**src/rtl/fp_div_pkg.sv**
```systemverilog
// Shared definitions for the iterative floating-point divider.
// Contents: FSM state encoding, bit positions in the flag vector, and
// helpers that derive the exponent bias, the word width and the canonical
// quiet NaN from the exponent/fraction widths.
package fp_div_pkg;

  typedef enum logic [1:0] {
    ST_IDLE   = 2'd0,
    ST_DIVIDE = 2'd1,
    ST_ROUND  = 2'd2,
    ST_DONE   = 2'd3
  } state_t;

  localparam int FLAG_W        = 5;
  localparam int FLG_INVALID   = 4;
  localparam int FLG_DIV_ZERO  = 3;
  localparam int FLG_OVERFLOW  = 2;
  localparam int FLG_UNDERFLOW = 1;
  localparam int FLG_INEXACT   = 0;

  function automatic int exp_bias(input int exp_w);
    return (1 << (exp_w - 1)) - 1;
  endfunction

  function automatic int word_w(input int exp_w, input int man_w);
    return 1 + exp_w + man_w;
  endfunction

  // Canonical quiet NaN {0, all-ones exponent, 1 followed by zeros}, built
  // in a 64-bit container; callers keep the low word_w() bits.
  function automatic logic [63:0] qnan_word(input int exp_w, input int man_w);
    logic [63:0] w;
    w = '0;
    for (int i = 0; i < exp_w; i++) w[man_w + i] = 1'b1;
    w[man_w - 1] = 1'b1;
    return w;
  endfunction

endpackage

```
**src/rtl/fp_div_classify.sv**
```systemverilog
// Combinational operand classifier for fp_divider_iter.
// Ports:
//   i_a, i_b   : dividend / divisor words {sign, exponent, fraction}
//   o_special  : operands need no mantissa division
//   o_result   : result word for the special case
//   o_flags    : {invalid, div_by_zero, overflow, underflow, inexact}
// Denormal operands are treated as zero.
module fp_div_classify
  import fp_div_pkg::*;
#(
  parameter int EXP_W = 8,
  parameter int MAN_W = 23
) (
  input  logic [EXP_W+MAN_W:0] i_a,
  input  logic [EXP_W+MAN_W:0] i_b,
  output logic                 o_special,
  output logic [EXP_W+MAN_W:0] o_result,
  output logic [FLAG_W-1:0]    o_flags
);

  localparam int W = word_w(EXP_W, MAN_W);
  localparam logic [63:0] QNAN_64 = qnan_word(EXP_W, MAN_W);

  logic             w_sign;
  logic [EXP_W-1:0] w_ea, w_eb;
  logic [MAN_W-1:0] w_fa, w_fb;
  logic             w_a_nan, w_a_inf, w_a_zero;
  logic             w_b_nan, w_b_inf, w_b_zero;

  assign w_sign = i_a[W-1] ^ i_b[W-1];
  assign w_ea   = i_a[W-2:MAN_W];
  assign w_eb   = i_b[W-2:MAN_W];
  assign w_fa   = i_a[MAN_W-1:0];
  assign w_fb   = i_b[MAN_W-1:0];

  assign w_a_nan  = (&w_ea) & (|w_fa);
  assign w_a_inf  = (&w_ea) & ~(|w_fa);
  assign w_a_zero = ~(|w_ea);
  assign w_b_nan  = (&w_eb) & (|w_fb);
  assign w_b_inf  = (&w_eb) & ~(|w_fb);
  assign w_b_zero = ~(|w_eb);

  always_comb begin
    o_special = 1'b0;
    o_result  = '0;
    o_flags   = '0;
    if (w_a_nan || w_b_nan || (w_a_zero && w_b_zero) || (w_a_inf && w_b_inf)) begin
      o_special            = 1'b1;
      o_result             = QNAN_64[W-1:0];
      o_flags[FLG_INVALID] = 1'b1;
    end else if (w_a_inf) begin
      o_special = 1'b1;
      o_result  = {w_sign, {EXP_W{1'b1}}, {MAN_W{1'b0}}};
    end else if (w_b_zero) begin
      o_special             = 1'b1;
      o_result              = {w_sign, {EXP_W{1'b1}}, {MAN_W{1'b0}}};
      o_flags[FLG_DIV_ZERO] = 1'b1;
    end else if (w_a_zero || w_b_inf) begin
      o_special = 1'b1;
      o_result  = {w_sign, {(EXP_W+MAN_W){1'b0}}};
    end
  end

endmodule

```
**src/rtl/fp_divider_iter.sv**
```systemverilog
// Iterative floating-point divider: restoring mantissa division producing
// one quotient bit per clock, then a single round-to-nearest-even cycle.
// Ports:
//   clk, reset_n          : clock, asynchronous active-low reset
//   in_valid / in_ready   : operand handshake (in_ready high only when idle)
//   A, B                  : dividend, divisor
//   out_valid / out_ready : result handshake (result held until accepted)
//   result                : quotient A/B
//   exception, flags      : OR of flags; {invalid, dbz, ovf, unf, inexact}
module fp_divider_iter
  import fp_div_pkg::*;
#(
  parameter int EXP_W = 8,
  parameter int MAN_W = 23
) (
  input  logic                 clk,
  input  logic                 reset_n,
  input  logic                 in_valid,
  output logic                 in_ready,
  input  logic [EXP_W+MAN_W:0] A,
  input  logic [EXP_W+MAN_W:0] B,
  output logic                 out_valid,
  input  logic                 out_ready,
  output logic [EXP_W+MAN_W:0] result,
  output logic                 exception,
  output logic [FLAG_W-1:0]    flags
);

  localparam int W     = word_w(EXP_W, MAN_W);
  localparam int QW    = MAN_W + 3;
  localparam int EW    = EXP_W + 2;
  localparam int CNT_W = $clog2(QW + 1);
  localparam logic signed [EW-1:0] BIAS_S    = EW'(exp_bias(EXP_W));
  localparam logic signed [EW-1:0] EXP_MAX_S = EW'((1 << EXP_W) - 1);
  localparam logic signed [EW-1:0] ZERO_S    = '0;
  localparam logic [CNT_W-1:0]     LAST_STEP = CNT_W'(QW - 1);

  function automatic logic rne_up(input logic lsb, input logic guard, input logic sticky);
    return guard & (sticky | lsb);
  endfunction

  state_t               r_state, w_state_nxt;
  logic [CNT_W-1:0]     r_cnt;
  logic [W-1:0]         r_result;
  logic [FLAG_W-1:0]    r_flags;
  logic                 r_sign;
  logic signed [EW-1:0] r_exp;
  logic [MAN_W:0]       r_manb;
  logic [MAN_W+1:0]     r_rem;
  logic [QW-1:0]        r_quo;

  logic                 w_special;
  logic [W-1:0]         w_spec_result;
  logic [FLAG_W-1:0]    w_spec_flags;
  logic signed [EW-1:0] w_exp_init;
  logic [MAN_W+2:0]     w_diff;
  logic                 w_borrow;
  logic [MAN_W+1:0]     w_rem_sel;

  logic                 w_norm, w_guard, w_sticky, w_rup, w_carry;
  logic [MAN_W:0]       w_mant;
  logic [MAN_W+1:0]     w_mant_r;
  logic [MAN_W-1:0]     w_frac_r;
  logic signed [EW-1:0] w_exp_r;
  logic [W-1:0]         w_rnd_result;
  logic [FLAG_W-1:0]    w_rnd_flags;

  fp_div_classify #(.EXP_W(EXP_W), .MAN_W(MAN_W)) u_classify (
    .i_a       (A),
    .i_b       (B),
    .o_special (w_special),
    .o_result  (w_spec_result),
    .o_flags   (w_spec_flags)
  );

  assign in_ready   = (r_state == ST_IDLE);
  assign out_valid  = (r_state == ST_DONE);
  assign result     = r_result;
  assign flags      = r_flags;
  assign exception  = |r_flags;

  assign w_exp_init = $signed({2'b00, A[W-2:MAN_W]}) - $signed({2'b00, B[W-2:MAN_W]}) + BIAS_S;

  // Restoring step: subtract the divisor if it fits, then shift the
  // partial remainder left for the next quotient bit.
  assign w_diff    = {1'b0, r_rem} - {2'b00, r_manb};
  assign w_borrow  = w_diff[MAN_W+2];
  assign w_rem_sel = w_borrow ? r_rem : w_diff[MAN_W+1:0];

  always_comb begin
    w_state_nxt = r_state;
    case (r_state)
      ST_IDLE:   if (in_valid) w_state_nxt = w_special ? ST_DONE : ST_DIVIDE;
      ST_DIVIDE: if (r_cnt == LAST_STEP) w_state_nxt = ST_ROUND;
      ST_ROUND:  w_state_nxt = ST_DONE;
      ST_DONE:   if (out_ready) w_state_nxt = ST_IDLE;
      default:   w_state_nxt = ST_IDLE;
    endcase
  end

  // Quotient lies in (0.5, 2): a clear MSB means one normalising shift.
  always_comb begin
    w_norm   = r_quo[QW-1];
    w_mant   = w_norm ? r_quo[QW-1:2] : r_quo[QW-2:1];
    w_guard  = w_norm ? r_quo[1] : r_quo[0];
    w_sticky = (w_norm & r_quo[0]) | (|r_rem);
    w_rup    = rne_up(w_mant[0], w_guard, w_sticky);
    w_mant_r = {1'b0, w_mant} + {{(MAN_W+1){1'b0}}, w_rup};
    w_carry  = w_mant_r[MAN_W+1];
    // A rounding carry leaves 10..0, so the fraction is the zero bits below the MSB.
    w_frac_r = w_carry ? w_mant_r[MAN_W:1] : w_mant_r[MAN_W-1:0];
    w_exp_r  = r_exp - $signed({{(EW-1){1'b0}}, ~w_norm})
                     + $signed({{(EW-1){1'b0}}, w_carry});
    w_rnd_flags              = '0;
    w_rnd_flags[FLG_INEXACT] = w_guard | w_sticky;
    w_rnd_result             = {r_sign, w_exp_r[EXP_W-1:0], w_frac_r};
    if (w_exp_r >= EXP_MAX_S) begin
      w_rnd_result               = {r_sign, {EXP_W{1'b1}}, {MAN_W{1'b0}}};
      w_rnd_flags[FLG_OVERFLOW]  = 1'b1;
      w_rnd_flags[FLG_INEXACT]   = 1'b1;
    end else if (w_exp_r <= ZERO_S) begin
      w_rnd_result               = {r_sign, {(EXP_W+MAN_W){1'b0}}};
      w_rnd_flags[FLG_UNDERFLOW] = 1'b1;
      w_rnd_flags[FLG_INEXACT]   = 1'b1;
    end
  end

  // Control and visible outputs
  always_ff @(posedge clk or negedge reset_n) begin
    if (!reset_n) begin
      r_state  <= ST_IDLE;
      r_cnt    <= '0;
      r_result <= '0;
      r_flags  <= '0;
    end else begin
      r_state <= w_state_nxt;
      case (r_state)
        ST_IDLE: begin
          if (in_valid) begin
            r_cnt <= '0;
            if (w_special) begin
              r_result <= w_spec_result;
              r_flags  <= w_spec_flags;
            end
          end
        end
        ST_DIVIDE: r_cnt <= r_cnt + 1'b1;
        ST_ROUND: begin
          r_result <= w_rnd_result;
          r_flags  <= w_rnd_flags;
        end
        default: ;
      endcase
    end
  end

  // Mantissa datapath
  always_ff @(posedge clk) begin
    if (r_state == ST_IDLE && in_valid) begin
      r_sign <= A[W-1] ^ B[W-1];
      r_exp  <= w_exp_init;
      r_manb <= {1'b1, B[MAN_W-1:0]};
      r_rem  <= {1'b0, 1'b1, A[MAN_W-1:0]};
      r_quo  <= '0;
    end else if (r_state == ST_DIVIDE) begin
      r_quo <= {r_quo[QW-2:0], ~w_borrow};
      r_rem <= w_rem_sel << 1;
    end
  end

endmodule

```
**config.mk**
```make
export PLATFORM = sky130hd
export DESIGN_NAME = fp_divider_iter
export DESIGN_NICKNAME = d
export VERILOG_FILES = /design/src/rtl/fp_div_pkg.sv /design/src/rtl/fp_div_classify.sv /design/src/rtl/fp_divider_iter.sv
export SDC_FILE = /design/constraint.sdc
export NUM_CORES = 1
export LEC_CHECK = 0
export BUFFER_PORTS_ARGS = -buffer_cell sky130_fd_sc_hd__buf_2
export CORE_MARGIN = 4
export CORE_UTILIZATION = 55
export CTS_CLUSTER_SIZE = 25
export DETAILED_ROUTE_END_ITERATION = 12
export HOLD_SLACK_MARGIN = 0.03
export PLACE_DENSITY = 0.83
export SYNTH_ARGS = -nofsm -noshare
export SYNTH_HDL_FRONTEND = slang
export SYNTH_SLANG_ARGS = --single-unit
```
**constraint.sdc**
```tcl
create_clock -name clk -period 8.35 [get_ports clk]
set_input_delay 0.4175 -clock clk [delete_from_list [all_inputs] [get_ports clk]]
set_output_delay 0.4175 -clock clk [all_outputs]
set_load 0.02 [all_outputs]
```
## Word-level counts from Yosys, hierarchy flattened

Cells that the tools add are included.

- ROM bits: 0
- Logic and storage cells: 102
- Register bits after elaboration: 129
- Output and inout port bits: 40
- Input port bits: 68
- Latch bits: 0
- Memory bits (writable): 0
- Memories: 0

- $add $sub $neg: 7
- Multiplexer cells: 37
- Div/mod/pow operators: 0
- Bitwise logic cells: 16
- Equal/unequal tests: 8
- $lt $le $gt $ge: 2
- Reduce and logical (&&, ||, !) cells: 22
- $mul: 0
- Shifts and indexed selects: 0

Operators by type and width:

| kind | count |
|---|---|
| $mux W32 | 6 |
| $mux W23 | 3 |
| $pmux W32 S2 | 1 |
| $mux W31 | 2 |
| $mux W24 | 2 |
| $reduce_or A23 Y1 | 2 |
| $sub A25 B24 Y26 | 1 |
| $add A24 B1 Y25 | 1 |
| $reduce_or A25 Y1 | 1 |
| $pmux W5 S2 | 2 |
| $reduce_and A8 Y1 | 2 |
| $reduce_or A8 Y1 | 2 |
| $mux W5 | 3 |
| $mux W1 | 12 |
| $add A10 B2 Y10 | 1 |
| $add A9 B8 Y10 const B | 1 |
| $ge A10 B9 Y1 const B | 1 |
| $le A10 B1 Y1 const B | 1 |
| $mux W2 | 5 |
| $sub A10 B2 Y10 | 1 |
| $sub A8 B8 Y9 | 1 |
| $pmux W2 S4 | 1 |
| $and A1 B1 Y1 | 6 |
| $not A1 Y1 | 6 |
| other kinds (15) | 28 |

## Logic depth before layout (Yosys ltp)

- Depth in word-level cells: 11
- Mapped depth: 29
- Gate-level depth less buffers: 25

## Cells and area by module

From an unflattened synthesis, not the netlist that was laid out.

- Cells, all modules: 1,082
- Area total of the unflattened synthesis: 9,265.1 sq um

Modules (own cells, without submodules):

| module | instances | seq. area each (sq um) | area an instance (sq um) | cells each |
|---|---|---|---|---|
| fp_divider_iter | 1 | 3,373.2 | 8,735.9 | 1,004 |
| fp_div_classify | 1 | 0.0 | 529.3 | 78 |

## Least setup slack after synthesis

Ideal clock, no wire load.

- Path type: flip-flop to flip-flop
- Start: reg r_quo[25]
- End: reg r_result[22], in the netlist result[22]
- Library setup time: 0.126 ns
- Clock period less this slack: 6.493 ns
- Slack: 1.857 ns
- Data required time: 8.224 ns
- Stages on the path, launching flop included: 28
- Arrival time: 6.367 ns
- Path buffers: 5
- Cell sequence: dfxtp_1 -> buf_6 -> clkbuf_1 -> buf_1 -> clkbuf_1 -> nand2_1 -> a21boi_0 -> ha_1 -> nand3_1 -> or4b_4 -> nor3_4 -> nand4_4 -> or3_4 -> nor3_4 -> inv_2 -> ha_1 -> inv_1 -> ha_1 -> inv_1 -> fa_1 -> xor2_1 -> inv_1 -> or3_1 -> or3_1 -> a2111o_1 -> and3_1 -> clkbuf_1 -> a221o_1

- Longest elaborated chain between the ends: 10
- Elaborated cells on any way between the ends: 16
- Classes of those cells: add/sub: 3; order compare: 2; mux: 6; bitwise: 5

Ends and longest elaborated chain:

| element | line | RTL |
|---|---|---|
| start: declaration | fp_divider_iter.sv:50 | `logic [QW-1:0] r_quo;` |
| start signal: assignment | fp_divider_iter.sv:166 | `r_quo <= {r_quo[QW-2:0], ~w_borrow};` |
| $and A1 B1 Y1 | fp_divider_iter.sv:106 | `w_sticky = (w_norm & r_quo[0]) \| (\|r_rem);` |
| $or A1 B1 Y1 | fp_divider_iter.sv:106 |  |
| $or A1 B1 Y1 | fp_divider_iter.sv:39 | `return guard & (sticky \| lsb);` |
| $and A1 B1 Y1 | fp_divider_iter.sv:39 |  |
| $add A24 B1 Y25 | fp_divider_iter.sv:108 | `w_mant_r = {1'b0, w_mant} + {{(MAN_W+1){1'b0}}, w_rup};` |
| $add A10 B2 Y10 | fp_divider_iter.sv:113 | `+ $signed({{(EW-1){1'b0}}, w_carry});` |
| $le A10 B1 Y1 | fp_divider_iter.sv:121 | `end else if (w_exp_r <= ZERO_S) begin` |
| $mux W31 | fp_divider_iter.sv:121 |  |
| $mux W31 * | fp_divider_iter.sv:117 | `if (w_exp_r >= EXP_MAX_S) begin` |
| $pmux W32 S2 * | fp_divider_iter.sv:137 | `case (r_state)` |
| end signal: assignment | fp_divider_iter.sv:142 | `r_result <= w_spec_result;` |
| end signal: assignment | fp_divider_iter.sv:149 | `r_result <= w_rnd_result;` |
| end: declaration | fp_divider_iter.sv:44 | `logic [W-1:0] r_result;` |

Mark *: on every way between the ends. The rest lies on a longest branch, timed or not.
A chain may end at the register's enable or synchronous reset.

## Worst setup path after layout

Same ends and word-level chain as after synthesis.

==> results.cfg <==
[floorplan]
fp.coreArea_um2 = 15300
std_cell_rows = 45
floorplan.initialDensity_pct = 56.4
die_w_um = 133
top_level_port_count = 108
die_height_um = 133
design.die.area_um2 = 17700

[grt]
grt_pass1_wl_um = 36600
pin_count_of_the_biggest_net_entering_global_routing = 45
grt.total_usage_pct = 25.4
grt.overflow.total = 0
antenna_found_initial = 0
first_global_vias = 7441

[critical_path]
cp.arrival_ns = 6.82
critical_path_class = register to register
maximum_fanout_encountered_on_the_critical_timing_path = 26
regToRegSetupSlack_ns = 1.84
critical_path.startpoint_type = register
worst-endpoint-required_ns = 8.66
crit_path_end_kind = register

[placement]
dp_cells = 1241
placement.io_buffers = 107
dp.final_hpwl_um = 16200
gp_congestion = 0.905

[clock_tree]
htree_num_levels = 4
post_cts.repair.setup_buffers = 0
cts_repair_resize_count = 0
clock-sinks = 129
clock_tree.root_cell = sky130_fd_sc_hd__clkbuf_16
cts_hold_repair.buffers = 0
cts_made_buffers = 17
worstSkewPairLatency_ns = 0.42
clock_tree.buffer_depth = 2
tritoncts_clock_tree = yes
clk_pin_slew_ns = 0.06

[final_layout]
area_growth_syn_to_fin_pct = 14.4
layout.cells.most_common = sky130_fd_sc_hd__buf_2
diodes = 0
final_cells = 1273
layout-drive-gt1-share_pct = 15.1
num-nets-final = 1169
final_cell_mix = sky130_fd_sc_hd__buf_2 (107), sky130_fd_sc_hd__nand2_1 (102), sky130_fd_sc_hd__nor2_1 (95)

[sta]
final.min_clock_period_ns = 6.51
timing.max_slew.rel_slack_pct = 22.9
setup_viol = 0
finClkSkew_ns = 0.00895
setup_tns_ns = 0
slew_violations = 0
worst_pin_slew_ns = 1.16
rsz0062_at_grt = no
final-hold-violation-count = 0
fin_crit_sh_pct = 77.9
max_clock_freq_mhz = 154

[job]
maxCapViolations = 0

[synth]
synth_enable_flop_cells = 57
synth.cell_area_um2 = 8610
syn_nets = 1087
synth_top_family_by_area = compound AO/OA/AOI/OAI gates
synth.mux.area_fraction_pct = 4.77
synth_sequential_area_ratio_pct = 39.2
postSynth.asyncResetShare_pct = 34.1
synth_cell_type_count = 70
synth-adder-area-share_pct = 7.82
synth-main-ff-cell = sky130_fd_sc_hd__edfxtp_1
synthDominantCellAreaShare_pct = 19.9
synth_top_cells_by_area = sky130_fd_sc_hd__edfxtp_1 (20%), sky130_fd_sc_hd__dfrtp_1 (13%), sky130_fd_sc_hd__ha_1 (7.1%)
synth.yosys.warnings = 0
synth.avg_cell_area_um2 = 8.90
synth_compound_gate_area_share_pct = 19.2
synthCells = 967
synth.largest_area_cell = sky130_fd_sc_hd__edfxtp_1
synth.ff_latch_count = 129
post_synth_and_or_nand_nor_area_fraction_pct = 18.6
synth-xor-area-share_pct = 4.88

[detailed_routing]
vias_per_cell = 6.01
drt-initial-drc-count = 675
finalWirelength_um = 22300
routed_wire_length_per_instance_um = 17.5
route.vias.total = 7657
route.detailed.drc = 0
firstDrtPassIters = 5
route.antenna.remaining_nets = 0

[power_and_ir_drop]
leakage_nw = 4.33
pwr_density_cell_nw_per_um2 = 350
vdd_ir_drop_max_mv = 0.215

[outcome]
status = finished clean

[min_path]
worst_hold_path_type = primary input to asynchronous set/reset pin
## where the power goes
group	internal, mW	switching [mW]	leakage [nW]
Clock	0.449	0.284	0.288
Sequential	0.912	0.154	1.36
Combinational	0.651	1.00	2.68
## metal layers
metal  vias to the layer above  wire length, um  global-route usage [%]
li1                       3671                -                       -
met1                      3641             9800                    34.1
met2                       297            10600                    41.5
met3                        48             1450                    5.59
met4                         0              507                    7.49
met5                         -                0                       0
## cell type report
class,count,area [um^2]
Inverter,73,274
Clock inverter,11,100
Fill cell,1225,5410
Clock buffer,21,487
Tap cell,211,264
Sequential cell,129,3370
Multi-Input combinational cell,717,4780
Timing Repair Buffer,111,566
## flip-flops by register name (all words and copies together) (netlist names)
name     cells
result      32
r_quo       26
r_rem       25
r_manb      23
r_exp       10
flags        5
r_cnt        5
r_state      2
r_sign       1
## worst paths after layout
kind / start / to / cells after the start
min in group clk: B[6] / r_manb[6] / 1
hold / removal: reset_n / result[10] / 1
setup reg to reg: r_quo[25] / result[22] / 23
max in group asynchronous: reset_n / r_cnt[2] / 1
setup / recovery: r_quo[25] / result[22] / 23
hold reg to reg: result[13] / result[13] / 1
## Yosys cell counts (6+ instances only)
| cell type | number |
|---|---|
| sky130_fd_sc_hd__nand2_1 | 102 |
| sky130_fd_sc_hd__nor2_1 | 95 |
| sky130_fd_sc_hd__inv_1 | 71 |
| sky130_fd_sc_hd__edfxtp_1 | 57 |
| sky130_fd_sc_hd__ha_1 | 49 |
| sky130_fd_sc_hd__a21oi_1 | 45 |
| sky130_fd_sc_hd__dfrtp_1 | 44 |
| sky130_fd_sc_hd__o21ai_0 | 39 |
| sky130_fd_sc_hd__mux2i_1 | 35 |
| sky130_fd_sc_hd__xnor2_1 | 31 |
| sky130_fd_sc_hd__clkbuf_1 | 30 |
| sky130_fd_sc_hd__dfxtp_1 | 28 |
| sky130_fd_sc_hd__nand3_1 | 26 |
| sky130_fd_sc_hd__a31oi_1 | 23 |
| sky130_fd_sc_hd__nor4_1 | 21 |
| sky130_fd_sc_hd__a22o_1 | 18 |
| sky130_fd_sc_hd__xor2_1 | 17 |
| sky130_fd_sc_hd__nor3_1 | 16 |
| sky130_fd_sc_hd__o21ai_1 | 15 |
| sky130_fd_sc_hd__nand4_1 | 14 |
| sky130_fd_sc_hd__nor2b_1 | 14 |
| sky130_fd_sc_hd__a211oi_1 | 13 |
| sky130_fd_sc_hd__a21o_1 | 13 |
| sky130_fd_sc_hd__a221o_1 | 10 |
| sky130_fd_sc_hd__o21a_1 | 10 |
| sky130_fd_sc_hd__or3_1 | 10 |
| sky130_fd_sc_hd__and3_1 | 9 |
| sky130_fd_sc_hd__buf_1 | 9 |
| sky130_fd_sc_hd__a21boi_0 | 6 |
| sky130_fd_sc_hd__and2_1 | 6 |
| sky130_fd_sc_hd__buf_2 | 6 |
## cells by family after synthesis
family | Yosys count
and+or+nand+nor | 331
xor gates and xnor gates | 48
buffers and inverters | 121
adders and majority gates | 52
DFF | 129
AOI/OAI and AO/OA | 246
muxes | 40
## stage by stage
stage / hold slack (ns) / setup WS, ns / instance area [um^2] / util, % / power (mW)
final: 0.155 / 1.84 / 9850 / 64.5 / 3.45
after global routing: 0.179 / 1.35 / 9850 / 64.5 / 3.69
after CTS: 0.176 / 1.89 / 9850 / 64.5 / 3.44
after detailed placement: 0.469 / 1.90 / 9260 / 60.7 / 2.69
after global placement: 0.478 / 2.01 / 9260 / 60.7 / 2.64
after floorplan: 0.122 / 1.86 / 8610 / - / 2.28
## worst max-delay path, stage by stage, from the launching register on
cell                       delay (ns)
sky130_fd_sc_hd__dfxtp_2         0.48
sky130_fd_sc_hd__inv_1           0.40
sky130_fd_sc_hd__nand2_1         0.13
sky130_fd_sc_hd__a21boi_0        0.18
sky130_fd_sc_hd__ha_1            0.24
sky130_fd_sc_hd__nand3_1         0.15
sky130_fd_sc_hd__or4b_4          0.60
sky130_fd_sc_hd__nor3_4          0.35
sky130_fd_sc_hd__nand4_4         0.16
sky130_fd_sc_hd__or3_4           0.43
sky130_fd_sc_hd__nor3_4          0.27
sky130_fd_sc_hd__inv_2           0.05
sky130_fd_sc_hd__ha_1            0.26
sky130_fd_sc_hd__inv_1           0.06
sky130_fd_sc_hd__ha_1            0.16
sky130_fd_sc_hd__inv_1           0.05
sky130_fd_sc_hd__fa_1            0.39
sky130_fd_sc_hd__xor2_1          0.22
sky130_fd_sc_hd__inv_1           0.08
sky130_fd_sc_hd__or3_1           0.30
sky130_fd_sc_hd__or3_1           0.32
sky130_fd_sc_hd__a2111o_1        0.41
sky130_fd_sc_hd__and3_1          0.36
sky130_fd_sc_hd__a221o_1         0.34
Note: power is estimated with default switching activity, not from simulation.
